**config.mk**
```make
export PLATFORM = sky130hd
export DESIGN_NAME = point_double_ctrl
export DESIGN_NICKNAME = d
export VERILOG_FILES = /design/src/rtl/elliptic_curve_structs.sv /design/src/rtl/ModMul.sv /design/src/rtl/add.sv /design/src/rtl/modular_inverse.sv /design/src/rtl/point_double_ctrl_mul_issue.sv /design/src/rtl/point_double_ctrl.sv
export SDC_FILE = /design/constraint.sdc
export NUM_CORES = 2
export LEC_CHECK = 0
export CELL_PAD_IN_SITES_DETAIL_PLACEMENT = 0
export CELL_PAD_IN_SITES_GLOBAL_PLACEMENT = 2
export CORE_UTILIZATION = 41
export DETAILED_ROUTE_END_ITERATION = 6
export DONT_BUFFER_PORTS = 1
export HOLD_SLACK_MARGIN = 0.1
export PLACE_DENSITY = 0.8
export SLEW_MARGIN = 30
export SYNTH_ARGS = -nofsm -noshare
export SYNTH_HDL_FRONTEND = slang
export SYNTH_SLANG_ARGS = --single-unit
```
**constraint.sdc**
```tcl
create_clock -name clk -period 31.6 [get_ports clk]
set_input_delay 6.32 -clock clk [delete_from_list [all_inputs] [get_ports clk]]
set_output_delay 6.32 -clock clk [all_outputs]
set_load 0.005 [all_outputs]
```
**src/rtl/elliptic_curve_structs.sv**
```systemverilog
// Shared curve types and field constants for the point arithmetic blocks.
// The bench field is the 16-bit prime 65521; points are affine (x, y).
package elliptic_curve_structs;

  localparam int                 P_WIDTH = 16;
  localparam logic [P_WIDTH-1:0] PRIME   = 16'd65521;

  typedef struct packed {
    logic [P_WIDTH-1:0] x;
    logic [P_WIDTH-1:0] y;
  } curve_point_t;

  typedef enum logic [2:0] {
    IDLE,
    CHECK,
    MUL0,
    WINV,
    MUL1,
    MUL2,
    MUL3,
    DONE
  } pd_state_t;

  typedef enum logic [2:0] {
    SEL_NONE,
    SEL_T0,
    SEL_S,
    SEL_Q,
    SEL_M
  } mul_sel_t;

endpackage

```
**src/rtl/ModMul.sv**
```systemverilog
// Bit-serial interleaved modular multiplier, MSB first, one bit per enabled cycle.
// Operands load while i_reset is high; o_done rises P_WIDTH+1 cycles after the reset cycle.
module ModMul
  import elliptic_curve_structs::*;
(
  input  logic               clk,
  input  logic               i_reset,
  input  logic               i_enable,
  input  logic [P_WIDTH-1:0] i_a,
  input  logic [P_WIDTH-1:0] i_b,
  output logic [P_WIDTH-1:0] o_result,
  output logic               o_done
);

  localparam int               CW      = $clog2(P_WIDTH + 1);
  localparam logic [P_WIDTH:0] PRIME_X = {1'b0, PRIME};

  logic [P_WIDTH-1:0] r_a;
  logic [P_WIDTH-1:0] r_b;
  logic [P_WIDTH-1:0] r_acc;
  logic [CW-1:0]      r_cnt;
  logic               r_done;

  logic [P_WIDTH:0]   w_dbl;
  logic [P_WIDTH:0]   w_dbl_red;
  logic [P_WIDTH:0]   w_sum;
  logic [P_WIDTH-1:0] w_addend;
  logic [P_WIDTH-1:0] w_acc_next;

  always_comb begin
    w_dbl      = {r_acc, 1'b0};
    w_dbl_red  = (w_dbl >= PRIME_X) ? (w_dbl - PRIME_X) : w_dbl;
    w_addend   = r_a[P_WIDTH-1] ? r_b : {P_WIDTH{1'b0}};
    w_sum      = w_dbl_red + {1'b0, w_addend};
    w_acc_next = (w_sum >= PRIME_X) ? P_WIDTH'(w_sum - PRIME_X) : w_sum[P_WIDTH-1:0];
  end

  always_ff @(posedge clk) begin
    if (i_reset) begin
      r_a    <= i_a;
      r_b    <= i_b;
      r_acc  <= '0;
      r_cnt  <= CW'(P_WIDTH);
      r_done <= 1'b0;
    end else if (i_enable && !r_done) begin
      r_acc <= w_acc_next;
      r_a   <= r_a << 1;
      r_cnt <= r_cnt - CW'(1);
      if (r_cnt == CW'(1)) r_done <= 1'b1;
    end
  end

  assign o_result = r_acc;
  assign o_done   = r_done;

endmodule

```
**src/rtl/add.sv**
```systemverilog
// Modular add/subtract with a fully reduced result in [0, p).
// Both operands must already be reduced below p.
module add
  import elliptic_curve_structs::*;
(
  input  logic [P_WIDTH-1:0] i_a,
  input  logic [P_WIDTH-1:0] i_b,
  input  logic               i_sub,
  output logic [P_WIDTH-1:0] o_y
);

  localparam logic [P_WIDTH:0] PRIME_X = {1'b0, PRIME};

  logic [P_WIDTH:0] w_raw;

  // Subtraction adds (p - b) so the raw value never goes negative.
  always_comb begin
    w_raw = i_sub ? ({1'b0, i_a} + (PRIME_X - {1'b0, i_b}))
                  : ({1'b0, i_a} + {1'b0, i_b});
    o_y   = (w_raw >= PRIME_X) ? P_WIDTH'(w_raw - PRIME_X) : w_raw[P_WIDTH-1:0];
  end

endmodule

```
**src/rtl/modular_inverse.sv**
```systemverilog
// Field inverse by Fermat exponentiation x^(p-2), right-to-left, sharing one product per cycle.
// Runs freely after reset release; o_done rises 2*P_WIDTH+1 cycles after the reset cycle.
module modular_inverse
  import elliptic_curve_structs::*;
(
  input  logic                 clk,
  input  logic                 i_reset,
  input  logic [2*P_WIDTH-1:0] i_x,
  output logic [P_WIDTH-1:0]   o_result,
  output logic                 o_done
);

  localparam int                   CW      = $clog2(P_WIDTH + 1);
  localparam logic [P_WIDTH-1:0]   EXP     = PRIME - P_WIDTH'(2);
  localparam logic [2*P_WIDTH-1:0] PRIME_W = {{P_WIDTH{1'b0}}, PRIME};

  logic [P_WIDTH-1:0] r_base;
  logic [P_WIDTH-1:0] r_res;
  logic [P_WIDTH-1:0] r_exp;
  logic [CW-1:0]      r_cnt;
  logic               r_phase;
  logic               r_done;

  logic [P_WIDTH-1:0] w_op;
  logic [P_WIDTH-1:0] w_prod;

  // Phase 0 folds the base into the result, phase 1 squares the base.
  always_comb begin
    w_op   = r_phase ? r_base : r_res;
    w_prod = P_WIDTH'(({{P_WIDTH{1'b0}}, w_op} * {{P_WIDTH{1'b0}}, r_base}) % PRIME_W);
  end

  always_ff @(posedge clk) begin
    if (i_reset) begin
      r_base  <= P_WIDTH'(i_x % PRIME_W);
      r_res   <= P_WIDTH'(1);
      r_exp   <= EXP;
      r_cnt   <= CW'(P_WIDTH);
      r_phase <= 1'b0;
      r_done  <= 1'b0;
    end else if (!r_done) begin
      if (!r_phase) begin
        if (r_exp[0]) r_res <= w_prod;
        r_phase <= 1'b1;
      end else begin
        r_base  <= w_prod;
        r_exp   <= r_exp >> 1;
        r_cnt   <= r_cnt - CW'(1);
        r_phase <= 1'b0;
        if (r_cnt == CW'(1)) r_done <= 1'b1;
      end
    end
  end

  assign o_result = r_res;
  assign o_done   = r_done;

endmodule

```
**src/rtl/point_double_ctrl_mul_issue.sv**
```systemverilog
// Issue sequencer for the shared ModMul: reset pulse on the first cycle of an op,
// enable held afterwards, and a one-cycle op-done when the multiplier finishes.
module mul_issue (
  input  logic clk,
  input  logic i_rst,
  input  logic i_req,
  input  logic i_mul_done,
  output logic o_mul_reset,
  output logic o_mul_enable,
  output logic o_op_done
);

  logic r_active;

  assign o_mul_reset  = i_req & ~r_active;
  assign o_mul_enable = i_req & r_active;
  assign o_op_done    = i_req & r_active & i_mul_done;

  // Clearing on op-done makes the next MULn state start with a fresh reset pulse.
  always_ff @(posedge clk) begin
    if (i_rst)          r_active <= 1'b0;
    else if (o_op_done) r_active <= 1'b0;
    else                r_active <= i_req;
  end

endmodule

```
**src/rtl/point_double_ctrl.sv**
```systemverilog
// Affine point doubler R = 2P: IDLE latch | CHECK infinity/Py=0, launch inverse | MUL0 3Px^2+a
// | WINV wait inverse | MUL1 slope | MUL2 Rx | MUL3 Ry | DONE one-cycle result strobe.
module point_double_ctrl
  import elliptic_curve_structs::*;
#(
  parameter logic [P_WIDTH-1:0] CURVE_A = '0
) (
  input  logic         clk,
  input  logic         Reset,
  input  logic         start,
  input  curve_point_t P,
  input  logic         P_inf,
  output logic         busy,
  output logic         Done,
  output curve_point_t R,
  output logic         R_inf
);

  pd_state_t r_state;
  pd_state_t w_next;
  mul_sel_t  w_sel;

  logic [P_WIDTH-1:0] r_px;
  logic [P_WIDTH-1:0] r_py;
  logic [P_WIDTH-1:0] r_px2;
  logic [P_WIDTH-1:0] r_py2;
  logic [P_WIDTH-1:0] r_t0;
  logic [P_WIDTH-1:0] r_inv;
  logic [P_WIDTH-1:0] r_s;
  logic [P_WIDTH-1:0] r_rx;
  logic               r_pinf;
  curve_point_t       r_r;
  logic               r_r_inf;

  logic [P_WIDTH-1:0] w_px2;
  logic [P_WIDTH-1:0] w_py2;
  logic [P_WIDTH-1:0] w_px3;
  logic [P_WIDTH-1:0] w_t0;
  logic [P_WIDTH-1:0] w_rx;
  logic [P_WIDTH-1:0] w_px_rx;
  logic [P_WIDTH-1:0] w_ry;
  logic [P_WIDTH-1:0] w_mul_a;
  logic [P_WIDTH-1:0] w_mul_b;
  logic [P_WIDTH-1:0] w_mul_res;
  logic [P_WIDTH-1:0] w_inv_res;

  logic w_degen;
  logic w_mul_req;
  logic w_inv_start;
  logic w_issue_reset;
  logic w_mul_reset;
  logic w_mul_enable;
  logic w_mul_done;
  logic w_op_done;
  logic w_inv_reset;
  logic w_inv_done;

  assign w_degen     = r_pinf | (r_py == '0);
  assign w_mul_reset = Reset | w_issue_reset;
  assign w_inv_reset = Reset | w_inv_start;

  add u_px2   (.i_a(P.x),       .i_b(P.x),     .i_sub(1'b0), .o_y(w_px2));
  add u_py2   (.i_a(P.y),       .i_b(P.y),     .i_sub(1'b0), .o_y(w_py2));
  add u_px3   (.i_a(r_px2),     .i_b(r_px),    .i_sub(1'b0), .o_y(w_px3));
  add u_t0    (.i_a(w_mul_res), .i_b(CURVE_A), .i_sub(1'b0), .o_y(w_t0));
  add u_rx    (.i_a(w_mul_res), .i_b(r_px2),   .i_sub(1'b1), .o_y(w_rx));
  add u_px_rx (.i_a(r_px),      .i_b(r_rx),    .i_sub(1'b1), .o_y(w_px_rx));
  add u_ry    (.i_a(w_mul_res), .i_b(r_py),    .i_sub(1'b1), .o_y(w_ry));

  mul_issue u_issue (
    .clk         (clk),
    .i_rst       (Reset),
    .i_req       (w_mul_req),
    .i_mul_done  (w_mul_done),
    .o_mul_reset (w_issue_reset),
    .o_mul_enable(w_mul_enable),
    .o_op_done   (w_op_done)
  );

  ModMul u_mul (
    .clk     (clk),
    .i_reset (w_mul_reset),
    .i_enable(w_mul_enable),
    .i_a     (w_mul_a),
    .i_b     (w_mul_b),
    .o_result(w_mul_res),
    .o_done  (w_mul_done)
  );

  modular_inverse u_inv (
    .clk     (clk),
    .i_reset (w_inv_reset),
    .i_x     ({{P_WIDTH{1'b0}}, r_py2}),
    .o_result(w_inv_res),
    .o_done  (w_inv_done)
  );

  always_ff @(posedge clk) begin
    if (Reset) r_state <= IDLE;
    else       r_state <= w_next;
  end

  always_comb begin
    w_next      = r_state;
    w_sel       = SEL_NONE;
    w_mul_req   = 1'b0;
    w_inv_start = 1'b0;
    case (r_state)
      IDLE:  if (start) w_next = CHECK;
      CHECK: begin
        if (w_degen) begin
          w_next = DONE;
        end else begin
          w_inv_start = 1'b1;
          w_next      = MUL0;
        end
      end
      // A slow multiplier can finish after the inverse; skip WINV in that case.
      MUL0: begin
        w_mul_req = 1'b1;
        w_sel     = SEL_T0;
        if (w_op_done) w_next = w_inv_done ? MUL1 : WINV;
      end
      WINV:  if (w_inv_done) w_next = MUL1;
      MUL1: begin
        w_mul_req = 1'b1;
        w_sel     = SEL_S;
        if (w_op_done) w_next = MUL2;
      end
      MUL2: begin
        w_mul_req = 1'b1;
        w_sel     = SEL_Q;
        if (w_op_done) w_next = MUL3;
      end
      MUL3: begin
        w_mul_req = 1'b1;
        w_sel     = SEL_M;
        if (w_op_done) w_next = DONE;
      end
      DONE:    w_next = IDLE;
      default: w_next = IDLE;
    endcase
  end

  always_comb begin
    w_mul_a = '0;
    w_mul_b = '0;
    case (w_sel)
      SEL_T0:  begin w_mul_a = r_px; w_mul_b = w_px3;   end
      SEL_S:   begin w_mul_a = r_t0; w_mul_b = r_inv;   end
      SEL_Q:   begin w_mul_a = r_s;  w_mul_b = r_s;     end
      SEL_M:   begin w_mul_a = r_s;  w_mul_b = w_px_rx; end
      default: begin w_mul_a = '0;   w_mul_b = '0;      end
    endcase
  end

  always_ff @(posedge clk) begin
    if (Reset) begin
      r_px    <= '0;
      r_py    <= '0;
      r_px2   <= '0;
      r_py2   <= '0;
      r_t0    <= '0;
      r_inv   <= '0;
      r_s     <= '0;
      r_rx    <= '0;
      r_pinf  <= 1'b0;
      r_r     <= '0;
      r_r_inf <= 1'b0;
    end else begin
      case (r_state)
        IDLE: begin
          if (start) begin
            r_px   <= P.x;
            r_py   <= P.y;
            r_pinf <= P_inf;
            r_px2  <= w_px2;
            r_py2  <= w_py2;
          end
        end
        CHECK: begin
          if (w_degen) begin
            r_r     <= '0;
            r_r_inf <= 1'b1;
          end
        end
        MUL0: begin
          if (w_op_done) begin
            r_t0 <= w_t0;
            if (w_inv_done) r_inv <= w_inv_res;
          end
        end
        WINV: if (w_inv_done) r_inv <= w_inv_res;
        MUL1: if (w_op_done) r_s <= w_mul_res;
        MUL2: if (w_op_done) r_rx <= w_rx;
        MUL3: begin
          if (w_op_done) begin
            r_r.x   <= r_rx;
            r_r.y   <= w_ry;
            r_r_inf <= 1'b0;
          end
        end
        default: ;
      endcase
    end
  end

  assign busy  = (r_state != IDLE);
  assign Done  = (r_state == DONE);
  assign R     = r_r;
  assign R_inf = r_r_inf;

endmodule

```
==> impl_results.md <==
- Nets: around 5000
- # hold bufs at CTS: 0
- CP arrival: 26.98 ns
- Placeable Area: around 90000 µm²
- Status: finished clean
- CTS tree: built
- EDFF count, synth: between 40 and 50
- Synth cell types: roughly 180
- Number of port buffers: 0
- Type of destination of the critical path: register
- Sequential fraction of the synthesis area: 16.40%
- Post-Syn Nets: between 5000 and 6000
- Min-Delay Path Class: register to register
- Share of the synthesized area in the top cell type: 12.45%
- DR DRC count: 0
- CP max-delay cell: nor4_1
- Final Skew: 0.01237 ns
- Largest stage delay on the critical path: approximately 0.8 ns
- TritonCTS sink count: ~280
- Leading post-synthesis cells by cell area: dfxtp_1 (12%), fa_1 (11%), ha_1 (8.7%)
- Share of layout cells above drive strength 1: 9.141%
- Grt total ovfl: 0
- Setup CP Type: register to register
- R2r endpoint: u_inv.r_base[11]$_DFFE_PP_
- Cell area after synthesis: 36490 µm²
- Worst-Margin Slew: 1.123 ns
- First-pass GRT wire length: 190900 µm
- Die Wd: around 300 µm
- Max-cap violations: 0
- CTS-repair resized insts: 0
- Final setup violation count: 0
- Vias in the first global route: around 31000
- Num rows: roughly 110
- Fin crit share: 84.42%
- Top FF cell, synth: dfxtp_1
- CTS H-tree lvls: 2
- Yosys warnings: 0
- Starting DRC count in detailed routing: ~2500
- Crit path max fanout: 37
- Async SR Flop Fraction: 0%
- Initial antenna violation count: 1
- Startpoint Class: register
- DIE AREA: 90200 µm²
- Die Ht: ~300 µm
- Synth top cells by count: nand2_1 (611), inv_1 (459), nor2_1 (332)
- DP HPWL: between 90000 and 100000 µm
- Vias per cell: 5.808
- CTS buffer count: 35
- Max Slew Vio Count: 0
- GR peak layer: met2
- Unrepaired setup endpoints after global routing: no
- Pre-antenna DRT Iters: 6
- Synth Instances: between 4000 and 5000
- CTS clock-pin slew for the worst setup and hold paths: around 0.06 ns
- Post-layout min period: between 20 and 30 ns
- Worst r2r src: u_inv.r_phase$_SDFFE_PN0N_
- Worst-skew pair later-pin latency: between 0.5 and 0.6 ns
- Area Growth Syn to Fin: 5.346%
- Cell taking the most area after synthesis: dfxtp_1
- Final hold viol count: 0
- Post-Route WL: ~120000 µm
- Routed vias: 33200
- Largest net degree at the start of global routing: between 150 and 200
- Setup crit end: u_inv.r_base[11]$_DFFE_PP_
- Top-count cell post-synth: nand2_1
- Internal reg-to-reg setup slack: 4.92 ns
- Drt wl/cell: 21.68 µm
- Seq cells post-synth: around 280
- ANT nets after route: 0
- Antenna Cells: 0
- I/O pins: 71
- Max_slew headroom: about 25%
- Met3 Usage GRT: 2.666%
- Fmax: roughly 0.037 GHz
- FF-to-FF path depth: 76
- Global Route met2 Usage: 41.27%
- Setup bufs post-CTS: 0
- Most common cell on crit path: fa_1
- Clk root buf: clkbuf_16
- Final GP Congestion: 0.9015
- Starting density of the core: 41.36%
- Setup TNS: 0 ns
- Syn avg cell area: between 7 and 8 µm²
- Fillers: 9049
- Maximum clock insertion buffer count: 3
- Crit path launch: u_inv.r_phase$_SDFFE_PN0N_
- Grt met1 use: 41.25%
- Critical path required time: 31.90 ns
- Total global-route track usage: 27.06%
cells in the final DEF, fill, tap and decap left out, drive strengths merged, types with 16 or more instances in the layout:
cell    instances
a211oi         82
a21o           47
a21oi         324
a22oi          61
a31o           19
a31oi          45
a41oi          19
and2          166
and3           48
and4           21
buf            42
clkbuf         52
dfxtp         227
edfxtp         48
fa            199
ha            253
inv           464
mux2           26
mux2i          44
nand2         614
nand2b         19
nand3         138
nand4          50
nor2          339
nor2b          16
nor3          106
nor4           45
o211ai         53
o21a           44
o21ai         172
o21bai         65
o22ai          26
o31ai          25
or2            31
or3            24
or4            16
xnor2         235
xor2           98
worst max-delay path: cells and delay by family, from the launching register on:
kind                       cells  cell delay [ns]
AOI/OAI and AO/OA             30             9.15
and+or+nand+nor               22             8.19
adders and majority gates      9             4.04
xor gates and xnor gates       6             2.61
buffers and inverters          7             1.10
muxes                          2             0.96
DFF                            1             0.31
worst min path at each step:
stage          slack (ns)  cells past startpoint                           end                         start
2_1_floorplan        0.42                      2  u_inv.r_exp[15]$_SDFFE_PN1P_  u_inv.r_exp[15]$_SDFFE_PN1P_
3_3_place_gp         0.43                      2  u_inv.r_exp[15]$_SDFFE_PN1P_  u_inv.r_exp[15]$_SDFFE_PN1P_
3_5_place_dp         0.43                      2  u_inv.r_exp[15]$_SDFFE_PN1P_  u_inv.r_exp[15]$_SDFFE_PN1P_
4_1_cts              0.44                      2  u_inv.r_exp[15]$_SDFFE_PN1P_  u_inv.r_exp[15]$_SDFFE_PN1P_
5_1_grt              0.48                      2          r_t0[1]$_SDFFE_PP0P_          r_t0[1]$_SDFFE_PP0P_
6_report             0.44                      2  u_inv.r_exp[15]$_SDFFE_PN1P_  u_inv.r_exp[15]$_SDFFE_PN1P_
cells by family (layout without fill, tap and decap cells):
logic type / count (synthesis) / count (layout) / synth area share, %
AND/OR/NAND/NOR: 1694 / 1694 / 23.49
multiplexers: 70 / 70 / 2.050
adder cells (fa/ha/maj): 457 / 457 / 19.73
XOR/XNOR: 333 / 333 / 8.167
flip-flops: 275 / 275 / 16.40
buffers and inverters: 657 / 566 / 7.492
AO/OA/AOI/OAI: 1156 / 1156 / 22.67
layer usage:
metal / part of all wire [%] / wire [µm]
met3: 5.8 / 7183
met4: 1.5 / 1917
met1: 49 / 60990
met2: 43 / 53850
met5: 0 / 0
sequential cells by signal, summed over array words and instances, names as in the netlist, 5 cells and up:
signal and count:
R 32, r_inv 16, r_px2 16, r_px 16, r_py2 16, r_py 16, r_rx 16, r_s 16
r_t0 16, u_inv.o_result 16, u_inv.r_base 16, u_inv.r_exp 16, u_mul.o_result 16, u_mul.r_a 16, u_mul.r_b 16, u_inv.r_cnt 5
u_mul.r_cnt 5
metrics by stage:
stage	worst slack (ns)	cells	util, %	hold slack, ns	cell area [µm²]
2_1_floorplan	9.273	4642	-	0.4227	36490
3_3_place_gp	5.055	5652	42.24	0.4312	37270
3_5_place_dp	4.797	5652	42.25	0.4330	37280
4_1_cts	4.630	5715	43.54	0.4427	38420
5_1_grt	3.079	5716	43.57	0.4807	38440
6_report	4.924	5716	43.57	0.4392	38440
final cells by class:
class | count | area, µm² | area share [%]
repair buffers | 42 | 312.8 | 0.8137
flip-flops and latches | 275 | 5988 | 15.58
well taps | 1165 | 1458 | 3.792
inverters | 461 | 1730 | 4.501
clock buffers | 52 | 1032 | 2.685
clock inverters | 11 | 105.1 | 0.2734
multi-input cells | 3710 | 27820 | 72.36
Power is not shown: default switching activity piles up to over one toggle a cycle in this logic, so the estimate is an artifact.
